[config.mk]
export PLATFORM = sky130hd
export DESIGN_NAME = xor_arb
export DESIGN_NICKNAME = d
export VERILOG_FILES = /design/src/rtl/xor_arb_pkg.sv /design/src/rtl/xor_arb_rr_pick.sv /design/src/rtl/xor_arb.sv
export SDC_FILE = /design/constraint.sdc
export NUM_CORES = 1
export LEC_CHECK = 0
export BUFFER_PORTS_ARGS = -buffer_cell sky130_fd_sc_hd__buf_4
export CAP_MARGIN = 10
export CORE_MARGIN = 3
export CORE_UTILIZATION = 45
export DETAILED_ROUTE_END_ITERATION = 16
export HOLD_SLACK_MARGIN = 0.05
export PLACE_DENSITY = 0.87
export SLEW_MARGIN = 20
export SYNTH_ARGS = -nofsm -noshare
export SYNTH_HDL_FRONTEND = slang
export SYNTH_SLANG_ARGS = --single-unit
[constraint.sdc]
create_clock -name clk -period 2.75 [get_ports clk]
set_input_delay 0.4125 -clock clk [delete_from_list [all_inputs] [get_ports clk]]
set_output_delay 0.4125 -clock clk [all_outputs]
set_load 0.05 [all_outputs]
[src/rtl/xor_arb_pkg.sv]
// Shared types and defaults for the xor_arb shared-XOR controller.
package xor_arb_pkg;

  typedef enum logic [1:0] {
    IDLE = 2'd0,
    EXEC = 2'd1,
    RESP = 2'd2
  } state_e;

  localparam int N_REQ_DEF = 4;
  localparam int WIDTH_DEF = 8;
  localparam int ID_W_DEF  = $clog2(N_REQ_DEF);

  // ID width that never collapses to zero bits.
  function automatic int id_width(input int n);
    return (n < 2) ? 1 : $clog2(n);
  endfunction

endpackage

[src/rtl/xor_arb_rr_pick.sv]
// Combinational round-robin picker: first set request at or above ptr, wrapping to 0.
module rr_pick
  import xor_arb_pkg::*;
#(
  parameter int N_REQ = N_REQ_DEF,
  parameter int ID_W  = id_width(N_REQ)
) (
  input  logic [N_REQ-1:0] req,
  input  logic [ID_W-1:0]  ptr,
  output logic [N_REQ-1:0] gnt,
  output logic [ID_W-1:0]  idx,
  output logic             any
);

  always_comb begin
    gnt = '0;
    idx = '0;
    any = 1'b0;
    // k is the search distance from ptr; the first hit wins.
    for (int k = 0; k < N_REQ; k++) begin
      for (int c = 0; c < N_REQ; c++) begin
        if (!any && req[c] && (c == ((int'(ptr) + k) % N_REQ))) begin
          any    = 1'b1;
          gnt[c] = 1'b1;
          idx    = ID_W'(c);
        end
      end
    end
  end

endmodule

[src/rtl/xor_arb.sv]
// Round-robin arbiter in front of one registered XOR unit; response tagged with requester ID.
// Define XOR_ARB_FIXED_PRIO_EN to give requester 0 absolute priority over the round-robin.
module xor_arb
  import xor_arb_pkg::*;
#(
  parameter int N_REQ = N_REQ_DEF,
  parameter int WIDTH = WIDTH_DEF,
  parameter int ID_W  = $clog2(N_REQ)
) (
  input  logic                   clk,
  input  logic                   rst_n,
  input  logic [N_REQ-1:0]       req_valid,
  input  logic [N_REQ*WIDTH-1:0] req_a,
  input  logic [N_REQ*WIDTH-1:0] req_b,
  output logic [N_REQ-1:0]       req_ready,
  output logic                   rsp_valid,
  input  logic                   rsp_ready,
  output logic [ID_W-1:0]        rsp_id,
  output logic [WIDTH-1:0]       rsp_data,
  output logic                   rsp_parity,
  output logic                   busy
);

  function automatic logic parity(input logic [WIDTH-1:0] d);
    return ^d;
  endfunction

  state_e            state_q, state_d;
  logic [ID_W-1:0]   ptr_q, ptr_nxt;
  logic [ID_W-1:0]   id_p0;
  logic [WIDTH-1:0]  a_p0, b_p0, a_sel, b_sel;
  logic [WIDTH-1:0]  data_p1;
  logic              parity_p1;

  logic [N_REQ-1:0]  rr_req, rr_gnt, win_gnt;
  logic [ID_W-1:0]   rr_idx, win_idx;
  logic              rr_any, win_any, accept, release_rsp, ptr_upd;

`ifdef XOR_ARB_FIXED_PRIO_EN
  // Requester 0 bypasses the rotation; the rest share the round-robin.
  assign rr_req  = {req_valid[N_REQ-1:1], 1'b0};
  assign win_any = req_valid[0] | rr_any;
  assign win_gnt = req_valid[0] ? N_REQ'(1) : rr_gnt;
  assign win_idx = req_valid[0] ? '0 : rr_idx;
  assign ptr_upd = (id_p0 != '0);
`else
  assign rr_req  = req_valid;
  assign win_any = rr_any;
  assign win_gnt = rr_gnt;
  assign win_idx = rr_idx;
  assign ptr_upd = 1'b1;
`endif

  rr_pick #(.N_REQ(N_REQ), .ID_W(ID_W)) u_pick (
    .req (rr_req),
    .ptr (ptr_q),
    .gnt (rr_gnt),
    .idx (rr_idx),
    .any (rr_any)
  );

  always_comb begin
    a_sel = '0;
    b_sel = '0;
    for (int i = 0; i < N_REQ; i++) begin
      a_sel = a_sel | (req_a[i*WIDTH +: WIDTH] & {WIDTH{win_gnt[i]}});
      b_sel = b_sel | (req_b[i*WIDTH +: WIDTH] & {WIDTH{win_gnt[i]}});
    end
  end

  assign accept      = (state_q == IDLE) && win_any;
  assign release_rsp = (state_q == RESP) && rsp_ready;
  assign ptr_nxt     = (id_p0 == ID_W'(N_REQ - 1)) ? '0 : id_p0 + 1'b1;

  always_ff @(posedge clk or negedge rst_n) begin
    if (!rst_n) state_q <= IDLE;
    else        state_q <= state_d;
  end

  always_comb begin
    state_d = state_q;
    case (state_q)
      IDLE:    if (win_any)   state_d = EXEC;
      EXEC:                   state_d = RESP;
      RESP:    if (rsp_ready) state_d = IDLE;
      default:                state_d = IDLE;
    endcase
  end

  // Stage p0: accept in IDLE, capture winner ID and operands.
  always_ff @(posedge clk or negedge rst_n) begin
    if (!rst_n) begin
      ptr_q <= '0;
      id_p0 <= '0;
    end else begin
      if (accept)                id_p0 <= win_idx;
      if (release_rsp && ptr_upd) ptr_q <= ptr_nxt;
    end
  end

  always_ff @(posedge clk) begin
    if (accept) begin
      a_p0 <= a_sel;
      b_p0 <= b_sel;
    end
  end

  // Stage p1: registered XOR result, held through RESP.
  always_ff @(posedge clk or negedge rst_n) begin
    if (!rst_n) begin
      data_p1   <= '0;
      parity_p1 <= 1'b0;
    end else if (state_q == EXEC) begin
      data_p1   <= a_p0 ^ b_p0;
      parity_p1 <= parity(a_p0 ^ b_p0);
    end
  end

  always_comb begin
    req_ready  = ((state_q == IDLE) && rst_n) ? win_gnt : '0;
    rsp_valid  = (state_q == RESP);
    busy       = (state_q != IDLE);
    rsp_id     = id_p0;
    rsp_data   = data_p1;
    rsp_parity = parity_p1;
  end

endmodule

== Word-level counts from Yosys, hierarchy flattened ==
Index checks and enable logic that the tools add are counted.
Cells by class
  reductions and logical operators: 60
  bitwise logic cells: 18
  multiplexer cells: 51
  equality and inequality tests: 17
  add/subtract/negate cells: 4
Operators by type and width (count)
  zero test 32 bit: 4
  bitwise AND 8 bit: 8
  OR 8 bit: 6
  logical AND 1 bit: 34
  2-to-1 mux 2 bit: 17
  2-to-1 mux 1 bit: 32
  == test 3 bit (first input constant): 6
  zero test 1 bit: 15
  == test 2 x 3 -> 1 bit (first input constant): 3
  XOR reduction 8 bit: 1
  bitwise XOR 8 bit: 1
  case mux 2 bit (3 select lines): 1
  OR reduction 2 bit: 3
  adder 2 x 1 -> 2 bit (second input constant): 2
  adder 2 bit (second input constant): 2
  == test 2 bit (first input constant): 2
  == test 2 bit (second input constant): 2
  2-to-1 mux 4 bit: 1
  bitwise AND 1 bit (first input constant): 3
  == test 1 x 2 -> 1 bit (first input constant): 1
  == test 2 x 1 -> 1 bit (second input constant): 1
  zero test 2 bit: 1
  != test 2 x 1 -> 1 bit (second input constant): 1
  != test 2 bit (second input constant): 1
  2 further kinds: 2
Word-level totals
  bits in registers: 31
  bits of input ports: 71

== Depth between registers and ports, before layout ==
  depth after elaboration: 65
  mapped depth: 8
  gate-level depth less buffers: 5

== Cells and area by module ==
A second synthesis with hierarchy kept.
Unflattened totals
  cell total of the unflattened synthesis: 168
  area, all modules: 1681.6 um^2
Modules (own cells, without submodules)
  xor_arb: cells each 141, times used 1, area an instance 1532.7 um^2, seq. area each 855.8 um^2
  rr_pick: cells each 27, times used 1, area an instance 148.9 um^2, seq. area each 0.0 um^2

== Least setup slack after synthesis ==
OpenSTA, ideal clock, no wires.
  path type: register to register
  start: register state_q[1]
  end: register a_p0[0], enable pin
  setup slack: 0.498 ns
  period minus slack after synthesis: 2.252 ns
  stages on the path, launching flop included: 4
  arrival: 1.852 ns
  path buffers: 0
  path through: dfrtp_1 nor2_1 inv_1 a21oi_1
Between the ends
  longest elaborated chain between the ends: 2
Ends and longest elaborated chain
  from (decl): line xor_arb.sv:28  | state_e state_q, state_d;
  from (signal assigned): line xor_arb.sv:77  | else state_q <= state_d;
  zero test 2 bit: line xor_arb.sv:71  | assign accept = (state_q == IDLE) && win_any;
  logical AND 1 bit: line xor_arb.sv:71
  named net accept: line xor_arb.sv:37  | logic rr_any, win_any, accept, release_rsp, ptr_upd;
  to (signal assigned): line xor_arb.sv:103  | a_p0 <= a_sel;
  to (decl): line xor_arb.sv:31  | logic [WIDTH-1:0] a_p0, b_p0, a_sel, b_sel;
The timed path passes the listed nets, and every way through them passes these cells.
A chain may end at the register's enable or synchronous reset.

== Worst setup path after layout ==
  start: register ptr_q[1]
  end: output req_ready[2]
Between the ends
  longest elaborated chain between the ends: 60
  elaborated cells on any way between the ends: 86
  those cells by class: add/sub (3); eq/ne (11); mux (19); bitwise (3); reduce/logical (50)
Ends and longest elaborated chain
  from (decl): line xor_arb.sv:29  | logic [ID_W-1:0] ptr_q, ptr_nxt;
  from (signal assigned): line xor_arb.sv:97  | if (release_rsp && ptr_upd) ptr_q <= ptr_nxt;
  zero test 32 bit: line xor_arb_rr_pick.sv:22  | if (!any && req[c] && (c == ((int'(ptr) + k) % N_REQ))) begin
  logical AND 1 bit: line xor_arb_rr_pick.sv:22
  2-to-1 mux 1 bit: line xor_arb_rr_pick.sv:22
  zero test 1 bit: line xor_arb_rr_pick.sv:22
  logical AND 1 bit (2 in a row): line xor_arb_rr_pick.sv:22
  2-to-1 mux 1 bit: line xor_arb_rr_pick.sv:22
  zero test 1 bit: line xor_arb_rr_pick.sv:22
  logical AND 1 bit (2 in a row): line xor_arb_rr_pick.sv:22
  [40 not listed]
  2-to-1 mux 1 bit: line xor_arb_rr_pick.sv:22
  zero test 1 bit: line xor_arb_rr_pick.sv:22
  logical AND 1 bit (2 in a row): line xor_arb_rr_pick.sv:22
  2-to-1 mux 1 bit: line xor_arb_rr_pick.sv:22
  zero test 1 bit: line xor_arb_rr_pick.sv:22
  logical AND 1 bit (2 in a row): line xor_arb_rr_pick.sv:22
  2-to-1 mux 1 bit (*): line xor_arb_rr_pick.sv:22
  2-to-1 mux 4 bit (*): line xor_arb.sv:120  | req_ready = ((state_q == IDLE) && rst_n) ? win_gnt : '0;
  to (decl): line xor_arb.sv:15  | output logic [N_REQ-1:0] req_ready,
Every way passes the cells marked *; elsewhere a longest branch is shown, timed or not.

==> report_table.html <==
<table>
<tr><th>Metric</th><th>Value</th></tr>
<tr><th colspan="2">Min path</th></tr>
<tr><td>Startpoint of the tightest hold check path</td><td>rsp_ready</td></tr>
<tr><td>Worst min-delay path category</td><td>input port to register</td></tr>
<tr><td>Hold path cells</td><td>2</td></tr>
<tr><td>Sink of the worst hold path</td><td>state_q[1]</td></tr>
<tr><th colspan="2">Run</th></tr>
<tr><td>Max-cap violation count</td><td>0</td></tr>
<tr><th colspan="2">Global routing</th></tr>
<tr><td>Overflow after GRT</td><td>0</td></tr>
<tr><td>Vias in the first global route</td><td>1,427</td></tr>
<tr><td>Met3 routing resource usage after global routing</td><td>0.0476</td></tr>
<tr><td>Maximum number of pins on one net before global-route repair</td><td>20</td></tr>
<tr><td>Global routing usage on met2</td><td>0.321</td></tr>
<tr><td>Wire length of the first global-routing pass</td><td>6440 µm</td></tr>
<tr><td>Overall Global Routing Usage</td><td>0.193</td></tr>
<tr><td>Most congested layer reported by global routing</td><td>met2</td></tr>
<tr><td>Number of antenna violations at the first check in global routing</td><td>0</td></tr>
<tr><td>Met1 usage</td><td>0.241</td></tr>
<tr><th colspan="2">Logic synthesis</th></tr>
<tr><td>Synth Area in Compound Gates</td><td>0.280</td></tr>
<tr><td>Synth Net Count</td><td>225</td></tr>
<tr><td>Post-synthesis instance area</td><td>0.00172 mm²</td></tr>
<tr><td>Synthesis-stage register bit count</td><td>31</td></tr>
<tr><td>Number of warnings issued by yosys</td><td>0</td></tr>
<tr><td>Post-Synth Adder-Cell Area</td><td>0.00726</td></tr>
<tr><td>Average cell area after synthesis</td><td>11.3 µm²</td></tr>
<tr><td>Synthesized-area fraction occupied by xor and xnor cells</td><td>0.0763</td></tr>
<tr><td>Combinational family with the most area after synthesis</td><td>compound AO/OA/AOI/OAI gates</td></tr>
<tr><td>Synth Instances</td><td>153</td></tr>
<tr><td>Post-synthesis share of cell area spent on and, or, nand and nor gates</td><td>0.0770</td></tr>
<tr><td>Sequential fraction of the synthesis area</td><td>0.497</td></tr>
<tr><td>Share of cell area taken by muxes after synthesis</td><td>0.00654</td></tr>
<tr><td>Unique cell type count in the Yosys netlist</td><td>32</td></tr>
<tr><th colspan="2">Critical path</th></tr>
<tr><td>Required time reported for the critical path endpoint</td><td>2.34 ns</td></tr>
<tr><td>Critical path, cell by cell</td><td>inv_2, o211a_1, o31a_1, and3_2, buf_4</td></tr>
<tr><td>Kind of start point of the critical path</td><td>register</td></tr>
<tr><td>Critical path peak fanout</td><td>18</td></tr>
<tr><td>Buf+Inv Stages, Crit Path</td><td>2</td></tr>
<tr><td>Setup slack of the most critical reg-to-reg path</td><td>0.81 ns</td></tr>
<tr><td>Cell type of the slowest stage on the worst timing path</td><td>o31a_1</td></tr>
<tr><td>Max incr delay on CP</td><td>0.55 ns</td></tr>
<tr><td>Family with the most delay on the worst path</td><td>compound AO/OA/AOI/OAI gates</td></tr>
<tr><td>Arrival time at the worst endpoint</td><td>2.02 ns</td></tr>
<tr><td>Source of the worst register-to-register timing path</td><td>ptr_q[0]</td></tr>
<tr><td>Path type of the worst setup path</td><td>register to primary output</td></tr>
<tr><td>Crit. End Element</td><td>primary output</td></tr>
<tr><td>Reg2Reg Depth</td><td>3</td></tr>
<tr><td>R2R Path End</td><td>b_p0[3]</td></tr>
<tr><th colspan="2">Cells and area</th></tr>
<tr><td>Share of cells above drive strength 1</td><td>0.461</td></tr>
<tr><td>Most common cell after layout, fill and taps aside</td><td>buf_4</td></tr>
<tr><td>Number of nets at the end of the flow</td><td>312</td></tr>
<tr><td>Top library cells by usage in the layout, fill and taps aside</td><td>buf_4 (90), a22o_1 (16), edfxtp_1 (16)</td></tr>
<tr><td>Footprint of the multi-input gates</td><td>771 µm²</td></tr>
<tr><td>Number of antenna cells inserted</td><td>0</td></tr>
<tr><td>Finished Cell Area</td><td>0.00247 mm²</td></tr>
<tr><td>Filler cell count</td><td>269</td></tr>
<tr><td>Seq. cell area</td><td>856 µm²</td></tr>
<tr><td>Layout-stage area growth over the synthesis result</td><td>43.4%</td></tr>
<tr><th colspan="2">Power and ir drop</th></tr>
<tr><td>Sw Share</td><td>0.427</td></tr>
<tr><td>Peak ir drop on the vdd network</td><td>0.589 mV</td></tr>
<tr><td>Combinational cell fraction of total power</td><td>0.577</td></tr>
<tr><td>Power density over cell area</td><td>1200 mW/mm²</td></tr>
<tr><td>Portion of total power attributed to the clock network</td><td>0.111</td></tr>
<tr><td>Flop pwr share</td><td>0.313</td></tr>
<tr><td>Switching power</td><td>0.00126 W</td></tr>
<tr><td>Internal portion of total power</td><td>0.00169 W</td></tr>
<tr><td>Leakage power total</td><td>1.14 nW</td></tr>
<tr><th colspan="2">Timing</th></tr>
<tr><td>Fmax</td><td>412 MHz</td></tr>
<tr><td>Final worst clock skew</td><td>0.00291 ns</td></tr>
<tr><td>Slew at the pin closest to its max-slew limit</td><td>0.649 ns</td></tr>
<tr><td>Post-layout min period</td><td>2.43 ns</td></tr>
<tr><td>Aggregate negative setup slack</td><td>0 ns</td></tr>
<tr><td>Count of pins over their slew limit</td><td>0</td></tr>
<tr><td>Final hold viol count</td><td>0</td></tr>
<tr><td>Max_slew headroom</td><td>0.567</td></tr>
<tr><td>Final period util</td><td>0.883</td></tr>
<tr><td>RSZ-0062 raised after global routing</td><td>no</td></tr>
<tr><td>Total of endpoints with negative setup slack in the final report</td><td>0</td></tr>
<tr><th colspan="2">Floorplanning</th></tr>
<tr><td>DIE HEIGHT</td><td>67.9 µm</td></tr>
<tr><td>Die ar.</td><td>0.00461 mm²</td></tr>
<tr><td>Initial core utilization</td><td>0.489</td></tr>
<tr><td>Placeable Area</td><td>0.00352 mm²</td></tr>
<tr><td>Horizontal extent of the die</td><td>67.9 µm</td></tr>
<tr><td>Number of I/O pins</td><td>88</td></tr>
<tr><td>Site Rows</td><td>21</td></tr>
<tr><th colspan="2">Detailed routing</th></tr>
<tr><td>Sum of routed wire length over all layers</td><td>4150 µm</td></tr>
<tr><td>Number of DRC markers after the initial detailed-route iteration</td><td>73</td></tr>
<tr><td>Drc violations</td><td>0</td></tr>
<tr><td>Post-detailed-route count of antenna-violating nets</td><td>0</td></tr>
<tr><td>Wire length per cell after detailed routing</td><td>14.5 µm</td></tr>
<tr><td>Via count</td><td>1,516</td></tr>
<tr><td>First-pass iteration count of the detailed router</td><td>4</td></tr>
<tr><td>Via/cell ratio</td><td>5.28</td></tr>
<tr><th colspan="2">Clock tree</th></tr>
<tr><td>Clock tree from TritonCTS</td><td>yes</td></tr>
<tr><td>Clock slew at reported path FFs</td><td>0.06 ns</td></tr>
<tr><td>Count of clock tree sinks</td><td>31</td></tr>
<tr><td>H-tree level count</td><td>2</td></tr>
<tr><td>Number of buffers inserted during clock tree synthesis</td><td>5</td></tr>
<tr><td>Clock Root Buffer</td><td>clkbuf_8</td></tr>
<tr><td>Largest buffer count on any clock path</td><td>2</td></tr>
<tr><td>Clock network latency to the later pin of the worst-skew pair</td><td>0.27 ns</td></tr>
<tr><td>CTS resizes</td><td>0</td></tr>
<tr><th colspan="2">Place</th></tr>
<tr><td>Buffers on Ports</td><td>87</td></tr>
<tr><td>Routability Congestion</td><td>0.885</td></tr>
<tr><td>Post-DP HPWL</td><td>3280 µm</td></tr>
<tr><td>DP Area</td><td>0.00238 mm²</td></tr>
<tr><th colspan="2">Run status</th></tr>
<tr><td>Result of the run</td><td>finished clean</td></tr>
</table>
==> stage by stage <==
step	setup WS, ns	total power (W)	hold WS [ns]	utilization	std cells
6_report	0.321	0.00296	0.342	0.701	287
5_1_grt	0.132	0.00318	0.331	0.701	287
4_1_cts	0.308	0.00298	0.336	0.701	287
3_5_place_dp	0.546	0.00265	0.289	0.676	278
3_3_place_gp	0.567	0.00260	0.289	0.676	278
2_1_floorplan	0.498	0.00225	0.117	-	153
==> logic make-up after synthesis <==
logic type,Yosys count
adder cells (fa/ha/maj),1
AND/OR/NAND/NOR,29
flip-flops,31
AO/OA/AOI/OAI,60
buffers and inverters,16
XOR/XNOR,15
multiplexers,1
==> power by group through the flow <==
stage	Combinational, W	Sequential (W)	Clock [W]
global placement	0.00168	0.000926	0
finish	0.00170	0.000924	0.000328
CTS	0.00172	0.000926	0.000340
floorplan	0.00108	0.00116	0
detailed placement	0.00171	0.000935	0
global route	0.00186	0.000961	0.000362
==> layer usage <==
layer | wire length [µm] | vias up
met5 | 0 | -
met4 | 55 | 0
met3 | 324 | 4
met2 | 2140 | 75
met1 | 1640 | 676
li1 | - | 761
==> cell usage after synthesis, drive strengths merged <==
cell    count  area (µm²)
edfxtp     16         480
buf         9        70.1
and3        4        26.3
xnor2      15         131
clkbuf      2        7.51
a22o       16         140
nand2b      3        18.8
nor3        1        5.00
mux2        1        11.3
o211a       1        10.0
a21oi       8        40.0
a221o      16         170
a31oi       1        6.26
nand3       1        5.00
o221a       2        22.5
nor2        8        32.5
dfrtp      15         375
ha          1        12.5
o221ai      1        8.76
o22a        1        8.76
o31ai       1        7.51
inv         5        18.8
nand2      12        45.0
o21ai      12        60.1
o31a        1        8.76
==> sequential cells by signal, indices dropped and copies added (netlist names) <==
signal,cells
state_q,2
a_p0,8
rsp_id,2
ptr_q,2
rsp_parity,1
rsp_data,8
b_p0,8
==> worst max path at each step <==
stage,startpoint,to,slack [ns],cells after the start
after detailed placement,req_valid[0],req_ready[2],0.55,6
after global routing,ptr_q[1],req_ready[2],0.13,5
after global placement,req_valid[0],req_ready[2],0.57,6
after CTS,ptr_q[1],req_ready[2],0.31,5
after floorplan,state_q[1],a_p0[0],0.50,3
final,ptr_q[1],req_ready[2],0.32,5
==> cell type report <==
cell class,instances,area share
timing repair buffer,91,0.278
clock buffer,7,0.0309
inverter,5,0.00760
multi-input combinational,106,0.312
sequential,31,0.347
tap,46,0.0233
clock inverter,1,0.00203
==> what timing repair did <==
item | 4_1_cts | 5_1_grt
hold endpoints to repair | 15 | 0
hold buffers | 1 | 0
buffers inserted | 0 | 0
(Power assumes the default switching activity.)
